## src/rtl/lc_tx_sync_buf.sv

```systemverilog
// lc_tx_sync_buf: double-flop synchronizer for a multi-bit life-cycle control
// word. The synchronized word fans out to NumCopies output copies, and every
// output bit passes through its own anchor cell instance so the copies stay
// physically separate.
// Optional feature macro: LC_SYNC_ENC_CHECK_EN (registered invalid-encoding
// flag on err_o). When it is undefined, err_o is tied low.

// Anchor cell: functionally a wire. Each output bit gets its own instance.
module lc_tx_sync_buf_cell (
  input  logic in_i,
  output logic out_o
);
  assign out_o = in_i;
endmodule

module lc_tx_sync_buf #(
  parameter int               Width      = 4,
  parameter int               NumCopies  = 1,
  parameter bit               AsyncOn    = 1'b1,
  parameter logic [Width-1:0] ResetValue = 4'b1010,
  parameter logic [Width-1:0] OnValue    = 4'b0101,
  parameter logic [Width-1:0] OffValue   = 4'b1010
) (
  input  logic                       clk_i,
  input  logic                       rst_ni,
  input  logic [Width-1:0]           en_i,
  output logic [NumCopies*Width-1:0] en_o,
  output logic                       err_o
);

  if (NumCopies < 1) begin : g_bad_copies
    $fatal(1, "lc_tx_sync_buf: NumCopies must be >= 1");
  end

  // The On and Off encodings must be distinguishable for the word to mean anything.
  if (OnValue == OffValue) begin : g_bad_encoding
    $fatal(1, "lc_tx_sync_buf: OnValue and OffValue must differ");
  end

  logic [Width-1:0] sync_word;

  if (AsyncOn) begin : g_sync
    logic [Width-1:0] stage1_q, stage1_d;
    logic [Width-1:0] stage2_q, stage2_d;

    // Next-state for the two synchronizer stages.
    always_comb begin
      stage1_d = en_i;
      stage2_d = stage1_q;
    end

    // Synchronizer flops; both stages load the reset value on a reset edge.
    always_ff @(posedge clk_i) begin
      if (!rst_ni) begin
        stage1_q <= ResetValue;
        stage2_q <= ResetValue;
      end else begin
        stage1_q <= stage1_d;
        stage2_q <= stage2_d;
      end
    end

    assign sync_word = stage2_q;
  end else begin : g_bypass
    // Same-domain sender: no data flops. The unloaded register below keeps
    // clk_i and rst_ni consumed.
    logic dummy_q;

    // Dummy register with no fan-out.
    always_ff @(posedge clk_i) begin
      dummy_q <= rst_ni;
    end

    assign sync_word = en_i;
  end

  // One anchor cell per bit per copy, so synthesis cannot merge the copies.
  for (genvar j = 0; j < NumCopies; j++) begin : g_copy
    for (genvar k = 0; k < Width; k++) begin : g_bit
      lc_tx_sync_buf_cell u_cell (
        .in_i  (sync_word[k]),
        .out_o (en_o[j*Width + k])
      );
    end
  end

`ifdef LC_SYNC_ENC_CHECK_EN
  logic err_q, err_d;

  // Flag any synchronized word that is neither the On nor the Off encoding.
  always_comb begin
    err_d = (sync_word != OnValue) && (sync_word != OffValue);
  end

  // Registered flag: lags the corresponding en_o value by one cycle.
  always_ff @(posedge clk_i) begin
    if (!rst_ni) begin
      err_q <= 1'b0;
    end else begin
      err_q <= err_d;
    end
  end

  assign err_o = err_q;
`else
  assign err_o = 1'b0;
`endif

endmodule

```

## config.mk

```make
export PLATFORM = sky130hd
export DESIGN_NAME = lc_tx_sync_buf
export DESIGN_NICKNAME = d
export VERILOG_FILES = /design/src/rtl/lc_tx_sync_buf.sv
export SDC_FILE = /design/constraint.sdc
export NUM_CORES = 1
export LEC_CHECK = 0
export ABC_CLOCK_PERIOD_IN_PS = 800
export BUFFER_PORTS_ARGS = -buffer_cell sky130_fd_sc_hd__buf_2
export CAP_MARGIN = 15
export CORE_AREA = 10 10 47 49
export CTS_CLUSTER_SIZE = 28
export DETAILED_ROUTE_END_ITERATION = 12
export DIE_AREA = 0 0 57 59
export GPL_ROUTABILITY_DRIVEN = 0
export PLACE_DENSITY = 0.46
export SLEW_MARGIN = 20
export SYNTH_ARGS = -nofsm -noshare
export SYNTH_HDL_FRONTEND = slang
export SYNTH_SLANG_ARGS = --single-unit
```

## constraint.sdc

```tcl
create_clock -name clk_i -period 0.8 [get_ports clk_i]
set_clock_uncertainty 0.15 [all_clocks]
set_input_delay 0.08 -clock clk_i [delete_from_list [all_inputs] [get_ports clk_i]]
set_output_delay 0.08 -clock clk_i [all_outputs]
set_load 0.01 [all_outputs]
```

==> After elaboration in Yosys (flattened, before gate mapping) <==
Index checks and enable logic that the tools add are counted.
{ "totals": {"latchBits": 0, "ram_bits": 0, "regBits": 8, "rom_bits": 0, "memories": 0} }
{ "classes": {"n_eq_ne": 0, "n_bitwise": 0, "magnitude_cmp": 0, "add_sub_neg": 0, "mul": 0, "n_div": 0, "n_reduce_logical": 0, "n_mux": 0, "n_shift": 0} }

==> Longest topological paths before layout <==
{ "logic_depth": {"word_depth": 0, "depth_mapped": 1, "mapped_depth_nobuf": 1} }

==> Cells and area by module <==
From an unflattened synthesis, not the netlist that was laid out.
{ "hier_totals": {"cells_unflattened": 22, "area_unflattened_um2": 251.5} }
{ "by_module_without_submodules": {"columns": ["mod", "seq_area_each_um2", "area_per_inst_um2", "cells_per_inst", "instances"], "rows": [
  ["lc_tx_sync_buf", 160.2, 221.5, 18, 1],
  ["lc_tx_sync_buf_cell", 0.0, 7.5, 1, 4]
]} }

==> Worst setup path after synthesis <==
Ideal clock, no wire load.
{ "synth_path": {"path_kind": "flip-flop to flip-flop", "from": "register g_sync.stage1_q[2]", "to": "register g_sync.stage2_q[2]", "arrival_time_ns": 0.401, "synth_period_minus_slack_ns": 0.666, "path_slack_ns": 0.134, "setup_time_ns": 0.115, "stages_incl_launch_ff": 2, "cell_sequence": "dfxtp_1 -> and2_1"} }
{ "synth_rtl": {"columns": ["item", "line", "rtl"], "rows": [
  ["start: declaration", "43", "logic [Width-1:0] stage1_q, stage1_d;"],
  ["start signal: assignment", "55", "stage1_q <= ResetValue;"],
  ["start signal: assignment", "58", "stage1_q <= stage1_d;"],
  ["end signal: assignment", "56", "stage2_q <= ResetValue;"],
  ["end signal: assignment", "59", "stage2_q <= stage2_d;"],
  ["end: declaration", "44", "logic [Width-1:0] stage2_q, stage2_d;"]
]} }
No word-level cell between the ends.

==> Final worst setup path <==
{ "layout_path": {"from": "register g_sync.stage2_q[1]", "to": "output en_o[1]"} }
{ "layout_rtl": {"columns": ["item", "line", "rtl"], "rows": [
  ["end: declaration", "27", "output logic [NumCopies*Width-1:0] en_o,"]
]} }
No word-level cell between the ends.

==> flow_summary_export.csv <==
group,metric,value,unit
synthesis,yosys-top-cells-area,"dfxtp_1, buf_4, and2_1",
timing,whs,-0.1405,ns
cells_and_area,diodes,0,
status,status,"complete, but fails checks",
global_routing,grt_pass1_wl,517,um
detailed_routing,routed_via_density,2.889,
setup_path,cp_top_family,"flip-flops",
synthesis,synth_nets,28,
setup_path,cp_slowest_cell,"dfxtp_1",
synthesis,yosys_warnings,0,
place,dp_slack,0.1250,ns
cts,post_cts_buffers,0,
synthesis,yosys.area.top_type,"dfxtp_1",
min_path,hold_path.class,"input pin to flop",
cts,h-tree-depth,1,
cells_and_area,fillers,164,
timing,drv_slew,0,
synthesis,yosys.area_share.simple,19.90,%
detailed_routing,num_vias,130,
floorplanning,coreArea,0.001401,sq mm
power,power.density,2500,mW/mm^2
timing,fmax,1.118,GHz
floorplanning,ios,11,
cells_and_area,syn_to_final_growth,19.90,%
floorplanning,die_h,59,um
setup_path,arrival,0.66,ns
power,leakage,0.1376,nW
power,p_sw,0.1427,mW
synthesis,synthMuxAreaShare,0,%
global_routing,grt.total_usage,2.427,%
synthesis,synth-xor-area-share,0,%
cts,cts_tree,"yes",
setup_path,r2r_slack,0.12,ns
synthesis,synth_compound_area_share,0,%
synthesis,synth_top_cell_area_share,63.68,%
global_routing,antenna_found_initial,0,
synthesis,synth_cell_type_count,5,
floorplanning,chipWidth,57,um
setup_path,required,0.57,ns
power,vdd_drop_max,0.6063,mV
cts,cts_buffer_depth,2,
floorplanning,die_area,0.003363,sq mm
detailed_routing,ant_nets,0,
detailed_routing,finalWirelength,378,um
global_routing,grt_max_degree,9,
cts,cts_resized,0,
global_routing,grt_pass1_vias,136,
global_routing,gr-total-overflow,0,
cells_and_area,final_cell_area,301.5,sq um
detailed_routing,drtIter0Drc,0,
power,sw_frac_of_total,18.93,%
floorplanning,rows,14,
timing,setup_viol,4,
setup_path,path_buf_inv,1,
timing,final_hold_viol_count,8,
setup_path,start_kind,"flop",
power,power.internal,0.6112,mW
synthesis,syn_area,251.5,sq um
status,violations,"negative hold slack, negative setup slack",
cts,root_buffer,"clkbuf_4",
detailed_routing,wl_per_cell,8.400,um
synthesis,seq_area_frac_synth,63.68,%
cells_and_area,drive_gt1_share,41.38,%
timing,fin_ws,-0.09437,ns
setup_path,worst-setup-path-type,"flop to output port",
setup_path,max_stage_delay,0.29,ns
setup_path,crit_chain,"buf_2",
synthesis,synth_top_family_by_area,"simple AND/OR/NAND/NOR gates",
setup_path,critPathMaxFanout,1,
timing,rsz0062_at_grt,"yes",
timing,fin_crit_sh,111.8,%
synthesis,ys_seq_elements,8,
cells_and_area,nNetsFinal,37,
place,dpl_cell_area,279.0,sq um
cts,cts_buffers,3,
power,seq_power_share,55.9,%
cts,cts.sinks,8,
floorplanning,initial_core_util,17.95,%
setup_path,worstSetupEndpointType,"output port",
synthesis,synth_fa_ha_area_share,0,%
power,p_clk_share,38.7,%
detailed_routing,drtPass1Iterations,1,
cts,path_clk_slew,0.05,ns
synthesis,synth.avg_cell_area,11.43,sq um
timing,post-route-min-period,0.8944,ns
place,io_buffers,9,
cts,clk_latency,0.25,ns
power,combPwrFrac,5.5,%
detailed_routing,drc,0,
synthesis,syn_inst,22,
flow_run,maxCapViolCount,0,
## power by group through the flow
stage | clock network (mW) | registers [mW] | logic (mW)
3_5_place_dp | 0 | 0.429 | 0.0423
5_1_grt | 0.325 | 0.422 | 0.0468
3_3_place_gp | 0 | 0.429 | 0.0413
2_1_floorplan | 0 | 0.429 | 0.0326
6_report | 0.291 | 0.421 | 0.0414
4_1_cts | 0.309 | 0.421 | 0.0423
## Yosys cell counts, drive strengths merged
cell type  count
dfxtp          8
buf            5
and2           4
nand2b         4
conb           1
## cell type report
cell class                      count  area, sq um  share of cell area [%]
Sequential cell                     8        160.2                   53.11
Multi-Input combinational cell      9        53.80                   17.84
Timing Repair Buffer                9        45.04                   14.94
Clock buffer                        3        22.52                   7.469
Tap cell                           16        20.02                   6.639
## metrics by stage
| step | power (mW) | cells | util [%] | setup TNS (ns) |
|---|---|---|---|---|
| after global routing | 0.7932 | 45 | 21.52 | -0.5015 |
| after detailed placement | 0.4715 | 42 | 19.91 | 0 |
| after CTS | 0.7724 | 45 | 21.52 | -0.4258 |
| after global placement | 0.4699 | 42 | 19.91 | 0 |
| final | 0.7539 | 45 | 21.52 | -0.3647 |
| after floorplan | 0.4612 | 22 | - | 0 |
## metal layers
layer  track usage, %  share of wire (%)  vias to the layer above
li1                 -                  -                       73
met2            1.705                 24                       13
met4            2.013                1.9                        0
met1            1.796                 44                       42
met3            5.150                 30                        2
met5                0                  0                        -
## cell families after synthesis
family / Yosys count
flip-flops: 8
other: 1
buffers and inverters: 5
AND/OR/NAND/NOR: 8
## layout by cell type (no fill, tap or decap)
cell      instances
conb_1            1
buf_2             9
dfxtp_1           8
and2_1            4
nand2b_1          4
clkbuf_4          3
## flip-flops by register name, indices dropped and copies added, names as in the netlist
signal           cells
g_sync.stage1_q      4
g_sync.stage2_q      4
## path summary, 6_finish.rpt
check             depth (start not counted)                       endpoint                           from
hold reg to reg                           1  g_sync.stage2_q[1]$_SDFF_PN1_  g_sync.stage1_q[1]$_SDFF_PN1_
hold / removal                            2  g_sync.stage1_q[3]$_SDFF_PN1_                        en_i[3]
setup reg to reg                          1  g_sync.stage2_q[2]$_SDFF_PN0_  g_sync.stage1_q[2]$_SDFF_PN0_
setup / recovery                          1                        en_o[1]  g_sync.stage2_q[1]$_SDFF_PN1_
## what timing repair did
| action | in CTS | in global routing |
|---|---|---|
| setup endpoints to repair | 4 | 4 |
| gates cloned | 0 | 0 |
| endpoints found under the hold margin | 8 | 6 |
| pin swaps | 0 | 0 |
(Power assumes the default switching activity.)
